<file path="src/rtl/quad_pkg.sv">
// Shared types and constants for the quadrature step decoder: FSM states,
// Gray-code phase values, direction encoding and phase-sequence helpers.
package quad_pkg;

    typedef enum logic {
        ST_INIT  = 1'b0,
        ST_TRACK = 1'b1
    } state_e;

    localparam logic [1:0] PH_00 = 2'b00;
    localparam logic [1:0] PH_01 = 2'b01;
    localparam logic [1:0] PH_11 = 2'b11;
    localparam logic [1:0] PH_10 = 2'b10;

    localparam logic DIR_FWD = 1'b1;
    localparam logic DIR_REV = 1'b0;

    // Phase code that follows ph in the forward direction.
    function automatic logic [1:0] ph_next_fwd(input logic [1:0] ph);
        logic [1:0] nxt;
        case (ph)
            PH_00:   nxt = PH_01;
            PH_01:   nxt = PH_11;
            PH_11:   nxt = PH_10;
            PH_10:   nxt = PH_00;
            default: nxt = PH_00;
        endcase
        return nxt;
    endfunction

    // Phase code that follows ph in the reverse direction.
    function automatic logic [1:0] ph_next_rev(input logic [1:0] ph);
        logic [1:0] nxt;
        case (ph)
            PH_00:   nxt = PH_10;
            PH_10:   nxt = PH_11;
            PH_11:   nxt = PH_01;
            PH_01:   nxt = PH_00;
            default: nxt = PH_00;
        endcase
        return nxt;
    endfunction

endpackage

</file>
<file path="src/rtl/quad_glitch_filter.sv">
// One encoder phase: flop synchroniser followed by a stability counter that
// only accepts a new level once it has persisted for FILTER_LEN cycles.
module quad_glitch_filter
    import quad_pkg::*;
#(
    parameter int unsigned SYNC_STAGES = 2,
    parameter int unsigned FILTER_LEN  = 4
) (
    input  logic clk_i,
    input  logic rst_i,
    input  logic phase_i,
    output logic filt_o
);

    localparam logic [3:0] CNT_LAST = 4'(FILTER_LEN - 1);

    logic [SYNC_STAGES-1:0] sync_q, sync_d;
    logic [3:0]             cnt_q, cnt_d;
    logic                   filt_q, filt_d;
    logic                   synced_s;

    assign synced_s = sync_q[SYNC_STAGES-1];
    assign filt_o   = filt_q;

    // Shift chain and stability counter next-state.
    always_comb begin
        sync_d = {sync_q[SYNC_STAGES-2:0], phase_i};
        cnt_d  = cnt_q;
        filt_d = filt_q;
        if (synced_s == filt_q) begin
            cnt_d = 4'd0;
        end else if (cnt_q == CNT_LAST) begin
            filt_d = synced_s;
            cnt_d  = 4'd0;
        end else begin
            cnt_d = cnt_q + 4'd1;
        end
    end

    // Synchroniser, counter and filtered-level registers.
    always_ff @(posedge clk_i or posedge rst_i) begin
        if (rst_i) begin
            sync_q <= '0;
            cnt_q  <= 4'd0;
            filt_q <= 1'b0;
        end else begin
            sync_q <= sync_d;
            cnt_q  <= cnt_d;
            filt_q <= filt_d;
        end
    end

endmodule

</file>
<file path="src/rtl/quad_step_decoder.sv">
// Quadrature front end: filters both encoder phases, waits for them to settle,
// then emits one registered up/down pulse per legal Gray-code step.
module quad_step_decoder
    import quad_pkg::*;
#(
    parameter int unsigned SYNC_STAGES = 2,
    parameter int unsigned FILTER_LEN  = 4
) (
    input  logic CLK,
    input  logic clear,
    input  logic quadA,
    input  logic quadB,
    input  logic enable,
    input  logic errClear,
    output logic up,
    output logic down,
    output logic dir,
    output logic qError
);

    // The extra compare cycle lets the filter output land before prev is captured.
    localparam logic [4:0] SETTLE_LAST = 5'(SYNC_STAGES + FILTER_LEN);

    logic       fa_s, fb_s;
    logic [1:0] phase_s;

    state_e     state_q, state_d;
    logic [4:0] settle_q, settle_d;
    logic [1:0] prev_q, prev_d;
    logic       up_q, up_d;
    logic       down_q, down_d;
    logic       dir_q, dir_d;
    logic       err_q, err_d;

    quad_glitch_filter #(
        .SYNC_STAGES (SYNC_STAGES),
        .FILTER_LEN  (FILTER_LEN)
    ) u_filt_a (
        .clk_i   (CLK),
        .rst_i   (clear),
        .phase_i (quadA),
        .filt_o  (fa_s)
    );

    quad_glitch_filter #(
        .SYNC_STAGES (SYNC_STAGES),
        .FILTER_LEN  (FILTER_LEN)
    ) u_filt_b (
        .clk_i   (CLK),
        .rst_i   (clear),
        .phase_i (quadB),
        .filt_o  (fb_s)
    );

    assign phase_s = {fa_s, fb_s};

    assign up     = up_q;
    assign down   = down_q;
    assign dir    = dir_q;
    assign qError = err_q;

    // Settle sequencing, step classification and output next-state.
    always_comb begin
        state_d  = state_q;
        settle_d = settle_q;
        prev_d   = prev_q;
        up_d     = 1'b0;
        down_d   = 1'b0;
        dir_d    = dir_q;
        if (errClear) begin
            err_d = 1'b0;
        end else begin
            err_d = err_q;
        end

        case (state_q)
            ST_INIT: begin
                if (settle_q == SETTLE_LAST) begin
                    prev_d   = phase_s;
                    settle_d = 5'd0;
                    state_d  = ST_TRACK;
                end else begin
                    settle_d = settle_q + 5'd1;
                end
            end
            ST_TRACK: begin
                if (phase_s == ph_next_fwd(prev_q)) begin
                    dir_d  = DIR_FWD;
                    up_d   = enable;
                    prev_d = phase_s;
                end else if (phase_s == ph_next_rev(prev_q)) begin
                    dir_d  = DIR_REV;
                    down_d = enable;
                    prev_d = phase_s;
                end else if (phase_s != prev_q) begin
                    // Both phases moved together: the error takes priority over errClear.
                    err_d  = 1'b1;
                    prev_d = phase_s;
                end else begin
                    prev_d = prev_q;
                end
            end
            default: begin
                state_d  = ST_INIT;
                settle_d = 5'd0;
            end
        endcase
    end

    // State, settle counter, previous phase and output registers.
    always_ff @(posedge CLK or posedge clear) begin
        if (clear) begin
            state_q  <= ST_INIT;
            settle_q <= 5'd0;
            prev_q   <= PH_00;
            up_q     <= 1'b0;
            down_q   <= 1'b0;
            dir_q    <= 1'b0;
            err_q    <= 1'b0;
        end else begin
            state_q  <= state_d;
            settle_q <= settle_d;
            prev_q   <= prev_d;
            up_q     <= up_d;
            down_q   <= down_d;
            dir_q    <= dir_d;
            err_q    <= err_d;
        end
    end

endmodule

</file>
<file path="config.mk">
export PLATFORM = sky130hd
export DESIGN_NAME = quad_step_decoder
export DESIGN_NICKNAME = d
export VERILOG_FILES = /design/src/rtl/quad_pkg.sv /design/src/rtl/quad_glitch_filter.sv /design/src/rtl/quad_step_decoder.sv
export SDC_FILE = /design/constraint.sdc
export NUM_CORES = 1
export LEC_CHECK = 0
export BUFFER_PORTS_ARGS = -buffer_cell sky130_fd_sc_hd__buf_4
export CORE_UTILIZATION = 45
export DETAILED_ROUTE_END_ITERATION = 16
export REMOVE_ABC_BUFFERS = 1
export SYNTH_ARGS = -nofsm -noshare
export SYNTH_HDL_FRONTEND = slang
export SYNTH_SLANG_ARGS = --single-unit
</file>
<file path="constraint.sdc">
create_clock -name CLK -period 1.8 [get_ports CLK]
set_input_delay 0.27 -clock CLK [delete_from_list [all_inputs] [get_ports CLK]]
set_output_delay 0.27 -clock CLK [all_outputs]
set_load 0.05 [all_outputs]
</file>
==> qor.yml, run 1 <==
fillers: 199
synth_ff_type: "dfrtp_1"
synthTopCellsByCount: "26 x dfrtp_1, 7 x xnor2_1"
fmax_ghz: 0.6715
crit_required_ns: 2.01
drt_iter0_markers: 9
fin_area_sq_um: 1240
p_total_mw: 1.717
yosysMostFrequentCell: "dfrtp_1"
post-route-min-period_ns: 1.489
synth.area.top_cells: "dfrtp_1 60%, xnor2_1 5.6%, ha_1 4.6%"
grt.busiest_layer: "met2"
critPathBufInv: 1
drc_errors: 0
fin_nets: 110
whs_path_depth: 1
antenna_found_initial: 0
die_y_um: 51.19
ys_seq_area_share_pct: 59.77
clock-sinks: 26
powerDensity_nw_per_um2: 1385
yosysWarnings: 0
ir_drop_mv: 0.7784
grtUsageMet2_pct: 21.27
startpoint: "settle_q[0]"
place.gp.congestion: 0.7738
regArea_sq_um: 650.6
synth_top_area_share_pct: 59.77
placed_area_sq_um: 1194
pwr-share-clk_pct: 17.0
synth.distinct_cells: 24
grt.total_usage_pct: 14.16
vias_per_cell: 4.929
design.die.area_sq_um: 2620
core_sq_um: 2255
dpl.hpwl_um: 1096
critPathMaxStageDelay_ns: 0.43
synth_edf_count: 0
slew_violations: 0
drt-total-wl_um: 1520
syn_avg_cell_area_sq_um: 12.81
grt_pass1_vias: 619
reg2reg_from: "settle_q[0]"
hold_path_class: "in2reg"
swShare_pct: 35.46
crit_family: "flip-flops"
row_count: 17
cp-start-kind: "flop"
async_flop_share_pct: 100.0
seqPwrFrac_pct: 48.2
grt_pass1_wl_um: 2670
cp-endpoint: "prev_q[1]"
finalHoldViolCount: 0
use_met3_pct: 3.571
syn_area_sq_um: 1089
setup_viol: 0
numCtsBuffers: 3
grt_overflow: 0
relSlewSlack_pct: 76.77
tns_ns: 0
internal_power_mw: 1.108
rr_endpoint: "prev_q[1]"
synthCells: 85
rsz0062_at_grt: "no"
worst_pin_slew_ns: 0.3459
cts_setup_buffers: 0
critical-path-slowest-cell: "dfrtp_1"
die_w_um: 51.19
arrival_ns: 1.70
drive_gt1_share_pct: 22.22
combPwrFrac_pct: 34.8
p_leak_nw: 0.5870
post-place-cells: 122
grt_use_met1_pct: 18.34
placement.io_buffers: 9
status: "finished, final reports clean"
cp_cell_sequence: "inv_1, ha_1, nor3b_2, a21o_4, mux2_4"
antenna_cells: 0
reg2regPathDepth: 5
clk_pin_slew_ns: 0.14
start_util_pct: 48.28
p_sw_mw: 0.6088
tritoncts: "built"
multi_input_area_sq_um: 417.9
clock_latency_ns: 0.32
fin_cells: 127
area_growth_pct: 13.91
end_kind: "flop"
drt-wirelength-per-cell_um: 11.97
rrSetupSlack_ns: 0.31
htreeDepth: 1
cp_max_fo: 5
firstDrtPassIters: 3
grt_max_degree: 27
io_pins: 10
cts.path.max_buffers: 2
critical_path_class: "reg2reg"
maxCapViolCount: 0
period_share_pct: 82.73
cp.depth: 5
synth_top_area_cell: "dfrtp_1"
antenna_left: 0
vias: 626
cts_root_buf: "clkbuf_4"
skew_ns: 0.007820
synth-seq-cells: 26
## cell usage in the layout, fill, tap and decap left out, drive strengths merged
cell type    Yosys  routed
dlygate4sd3      0       1
a21oi            4       4
nor3             3       3
xor2             2       2
clkbuf           1       4
ha               4       4
nand2            2       2
o21ai            4       4
o32ai            1       1
a21o             2       2
nand3b           2       2
nand2b           2       2
buf              0      10
nor2b            4       4
inv              4       4
nor2             3       3
xnor2            7       7
nand3            4       4
dfrtp           26      26
and4b            1       1
nor3b            3       3
mux2             5       5
nand4b           1       1
## registers in the layout (all words and copies together), names as in the netlist
name	cells
settle_q	5
u_filt_a.cnt_q	4
u_filt_b.cnt_q	4
prev_q	2
u_filt_a.sync_q	2
u_filt_b.sync_q	2
dir	1
down	1
qError	1
state_q	1
u_filt_a.filt_o	1
u_filt_b.filt_o	1
up	1
## layout make-up
class,count,area share [%]
Timing Repair Buffer,11,6.862
Tap cell,28,2.825
Clock buffer,4,2.926
Inverter,4,1.211
Sequential cell,26,52.47
Multi-Input combinational cell,54,33.70
## through the flow
stage | hold WS, ns | setup slack (ns) | utilization [%]
final | 0.04275 | 0.3108 | 54.99
after global routing | 0.01652 | 0.2176 | 54.99
after CTS | 0.03339 | 0.2885 | 54.99
after detailed placement | 0.3347 | 0.3168 | 52.94
after global placement | 0.3359 | 0.3735 | 52.94
after floorplan | 0.3014 | 0.4067 | -
## cells by family after synthesis
family	after synthesis	share of synthesized area, %
compound gates	11	6.667
simple gates	25	14.02
flops	26	59.77
fa+ha+maj	4	4.598
xor+xnor	9	7.242
buf+inv	5	1.838
mux	5	5.862
## power by group through the flow
stage          combinational [mW]  sequential, mW  clock, mW
6_report                    0.597           0.828      0.291
5_1_grt                     0.656           0.844      0.323
4_1_cts                     0.603           0.832      0.301
3_5_place_dp                0.599           0.846          0
3_3_place_gp                0.592           0.839          0
2_1_floorplan               0.314           0.977          0
## repair_timing
item                                   in CTS  in global routing
resized for setup                           0                  0
endpoints found under the hold margin      14                  0
hold buffers                                1                  0
## how the worst min path moves through the flow
stage	to	slack, ns	from
global route	u_filt_a.sync_q[0]	0.02	quadA
floorplan	u_filt_a.sync_q[0]	0.30	quadA
CTS	u_filt_a.sync_q[0]	0.03	quadA
finish	u_filt_a.sync_q[0]	0.04	quadA
detailed placement	u_filt_a.sync_q[1]	0.33	u_filt_a.sync_q[0]
global placement	u_filt_a.sync_q[0]	0.34	clear
## worst register-to-register path: stages (launching register included)
cell	delay, ns
dfrtp_1	0.43
inv_1	0.06
ha_1	0.20
nor3b_2	0.17
a21o_4	0.24
mux2_4	0.30
## layer usage
layer,wire length [um],vias to the layer above,part of all wire [%]
met5,0,-,0
met4,27,0,1.8
met3,38,4,2.5
met2,664,12,44
met1,790,295,52
li1,-,315,-
No activity file was read; power rests on OpenSTA's default activity.
==> inputs of run 2 (changes only) <==
clock period = 1.6 ns   (was 1.8 ns; I/O delays follow)
==> run 2 against run 1 <==
Effect of this change: combinational power rose by 13%; worst hold slack improved by 0.025 ns; global-route usage did not move; cell count rose by 1.6%; power rose by 13%; fmax did not move; non-clock buffer count rose by 2; via count rose by 1.3%; critical path depth did not move; utilization rose by 0.89 points; design area rose by 1.6%; count of clock-buffer cells in the layout did not move.
==> qor.yml, run 2 (synthesis gave the netlist of run 1 again) <==
skew_ns: 0.008505  # +0.0006847 ns
critical-path-slowest-cell: "dfrtp_1"
rsz0062_at_grt: "no"
grt_pass1_vias: 619  # unchanged
layout_commonest_cell: "dfrtp_1"
drive_gt1_share_pct: 21.78  # -0.44 points
place_ws_ns: 0.1168  # -0.2000 ns
final_cell_mix: "26 x dfrtp_1, 10 x buf_4, 7 x xnor2_1"
fillers: 196  # -1.5%
crit_required_ns: 1.81  # -0.20 ns
critical_path_class: "reg2reg"
drt_iter0_markers: 8  # -1
setup_ws_ns: 0.1108  # -0.2000 ns
largestRegisters: "settle_q: 5 flops, u_filt_a.cnt_q: 4 flops, u_filt_b.cnt_q: 4 flops"
pwr-share-clk_pct: 17.0  # about the same
status: "finished, final reports clean"
met2RoutedLength_um: 673  # +1.4%
rr_endpoint: "prev_q[1]"
dpl.hpwl_um: 1096  # unchanged
ir_drop_mv: 0.8759  # +13%
start_util_pct: 48.28  # unchanged
grt_max_degree: 27  # unchanged
tns_ns: 0  # unchanged
holdWs_ns: 0.06795  # +0.02521 ns
largest_reg_flops: 5  # unchanged
die_y_um: 51.19  # unchanged
utilization_pct: 55.88  # +0.89 points
post-place-cells: 122  # unchanged
cts_root_buf: "clkbuf_4"
finalHoldViolCount: 0  # unchanged
fin_cells: 129  # +1.6%
firstDrtPassIters: 3  # unchanged
worst_pin_slew_ns: 0.3459  # unchanged
drt-total-wl_um: 1547  # +1.8%
clk_pin_slew_ns: 0.14  # about the same
antenna_left: 0  # unchanged
internal_power_mw: 1.250  # +13%
drc_errors: 0  # unchanged
p_leak_nw: 0.5954  # +1.4%
powerDensity_nw_per_um2: 1537  # +11%
numCtsBuffers: 3  # unchanged
p_sw_mw: 0.6865  # +13%
swShare_pct: 35.45  # about the same
tritoncts: "built"
combPwrFrac_pct: 34.9  # about the same
min_from: "errClear"
htreeDepth: 1  # unchanged
relSlewSlack_pct: 76.77  # unchanged
vias_per_cell: 4.915  # -0.29%
drt-wirelength-per-cell_um: 11.99  # +0.20%
fin_nets: 112  # +1.8%
cp_cell_sequence: "inv_1, ha_1, nor3b_2, a21o_4, mux2_4"
reg2reg_from: "settle_q[0]"
setup_viol: 0  # unchanged
design.die.area_sq_um: 2620  # unchanged
rrSetupSlack_ns: 0.11  # -0.20 ns
antenna_cells: 0  # unchanged
hold_path_class: "in2reg"
cp_max_fo: 5  # unchanged
fmax_ghz: 0.6715  # unchanged
clock_latency_ns: 0.32  # about the same
place.gp.congestion: 0.7738  # unchanged
seqPwrFrac_pct: 48.1  # about the same
top_register: "settle_q"
met1_length_um: 808  # +2.3%
maxCapViolCount: 0  # unchanged
reg2regPathDepth: 5  # unchanged
grt_pass1_wl_um: 2670  # unchanged
arrival_ns: 1.70  # about the same
grt.total_usage_pct: 14.16  # unchanged
slew_violations: 0  # unchanged
whs_path_depth: 2  # +1
die_w_um: 51.19  # unchanged
placement.io_buffers: 9  # unchanged
cp-start-kind: "flop"
end_kind: "flop"
grt_overflow: 0  # unchanged
core_sq_um: 2255  # unchanged
row_count: 17  # unchanged
dr.max_layer_used: "met4"
antenna_found_initial: 0  # unchanged
min_to: "qError"
area_growth_pct: 15.75
post-route-min-period_ns: 1.489  # +0.000001000 ns
io_pins: 10  # unchanged
cts_resized: 0  # unchanged
clock-sinks: 26  # unchanged
postCtsHoldBufs: 1  # unchanged
dr_wl_met3_um: 38  # unchanged
cts_setup_buffers: 0  # unchanged
cts.path.max_buffers: 2  # unchanged
critPathMaxStageDelay_ns: 0.43  # about the same
vias: 634  # +1.3%
period_share_pct: 93.08  # +10 points
[run 2: worst max-delay path by stage]
stage	from	slack (ns)	to	cells past startpoint
floorplan	settle_q[0]	0.21	prev_q[0]	5
global placement	settle_q[0]	0.17	prev_q[0]	5
detailed placement	settle_q[0]	0.12	prev_q[1]	5
CTS	settle_q[0]	0.09	prev_q[1]	5
global route	settle_q[0]	0.02	prev_q[1]	5
finish	settle_q[0]	0.11	prev_q[1]	5
[run 2: layout make-up]
type / instances / area [sq um] / share of cell area (%)
Clock buffer: 4 / 36.28 / 2.880
Inverter: 4 / 15.01 / 1.192
Multi-Input combinational cell: 54 / 417.9 / 33.17
Sequential cell: 26 / 650.6 / 51.64
Tap cell: 28 / 35.03 / 2.781
Timing Repair Buffer: 13 / 105.1 / 8.342
[run 2: metal layers]
metal	global-route usage, %	up-vias
met2	21.27	12
met5	0	-
met3	3.571	4
li1	-	319
met4	8.333	0
met1	18.34	299
[run 2: metrics by stage]
step / power (mW) / area (sq um)
after floorplan: 1.453 / 1084
after global placement: 1.610 / 1194
after detailed placement: 1.626 / 1194
after CTS: 1.953 / 1240
after global routing: 2.057 / 1260
final: 1.936 / 1260
[run 2: worst max-delay path, delay by kind of cell (launching register included)]
family | cells | cell delay [ns]
DFF | 1 | 0.43
muxes | 1 | 0.30
AOI/OAI and AO/OA | 1 | 0.24
adders and majority gates | 1 | 0.20
and+or+nand+nor | 1 | 0.17
buffers and inverters | 1 | 0.06
[run 2: power by group through the flow]
stage,clock network [mW],registers (mW),logic (mW)
floorplan,0,1.10,0.353
global placement,0,0.944,0.666
detailed placement,0,0.952,0.674
CTS,0.339,0.936,0.678
global route,0.364,0.950,0.742
finish,0.329,0.932,0.676
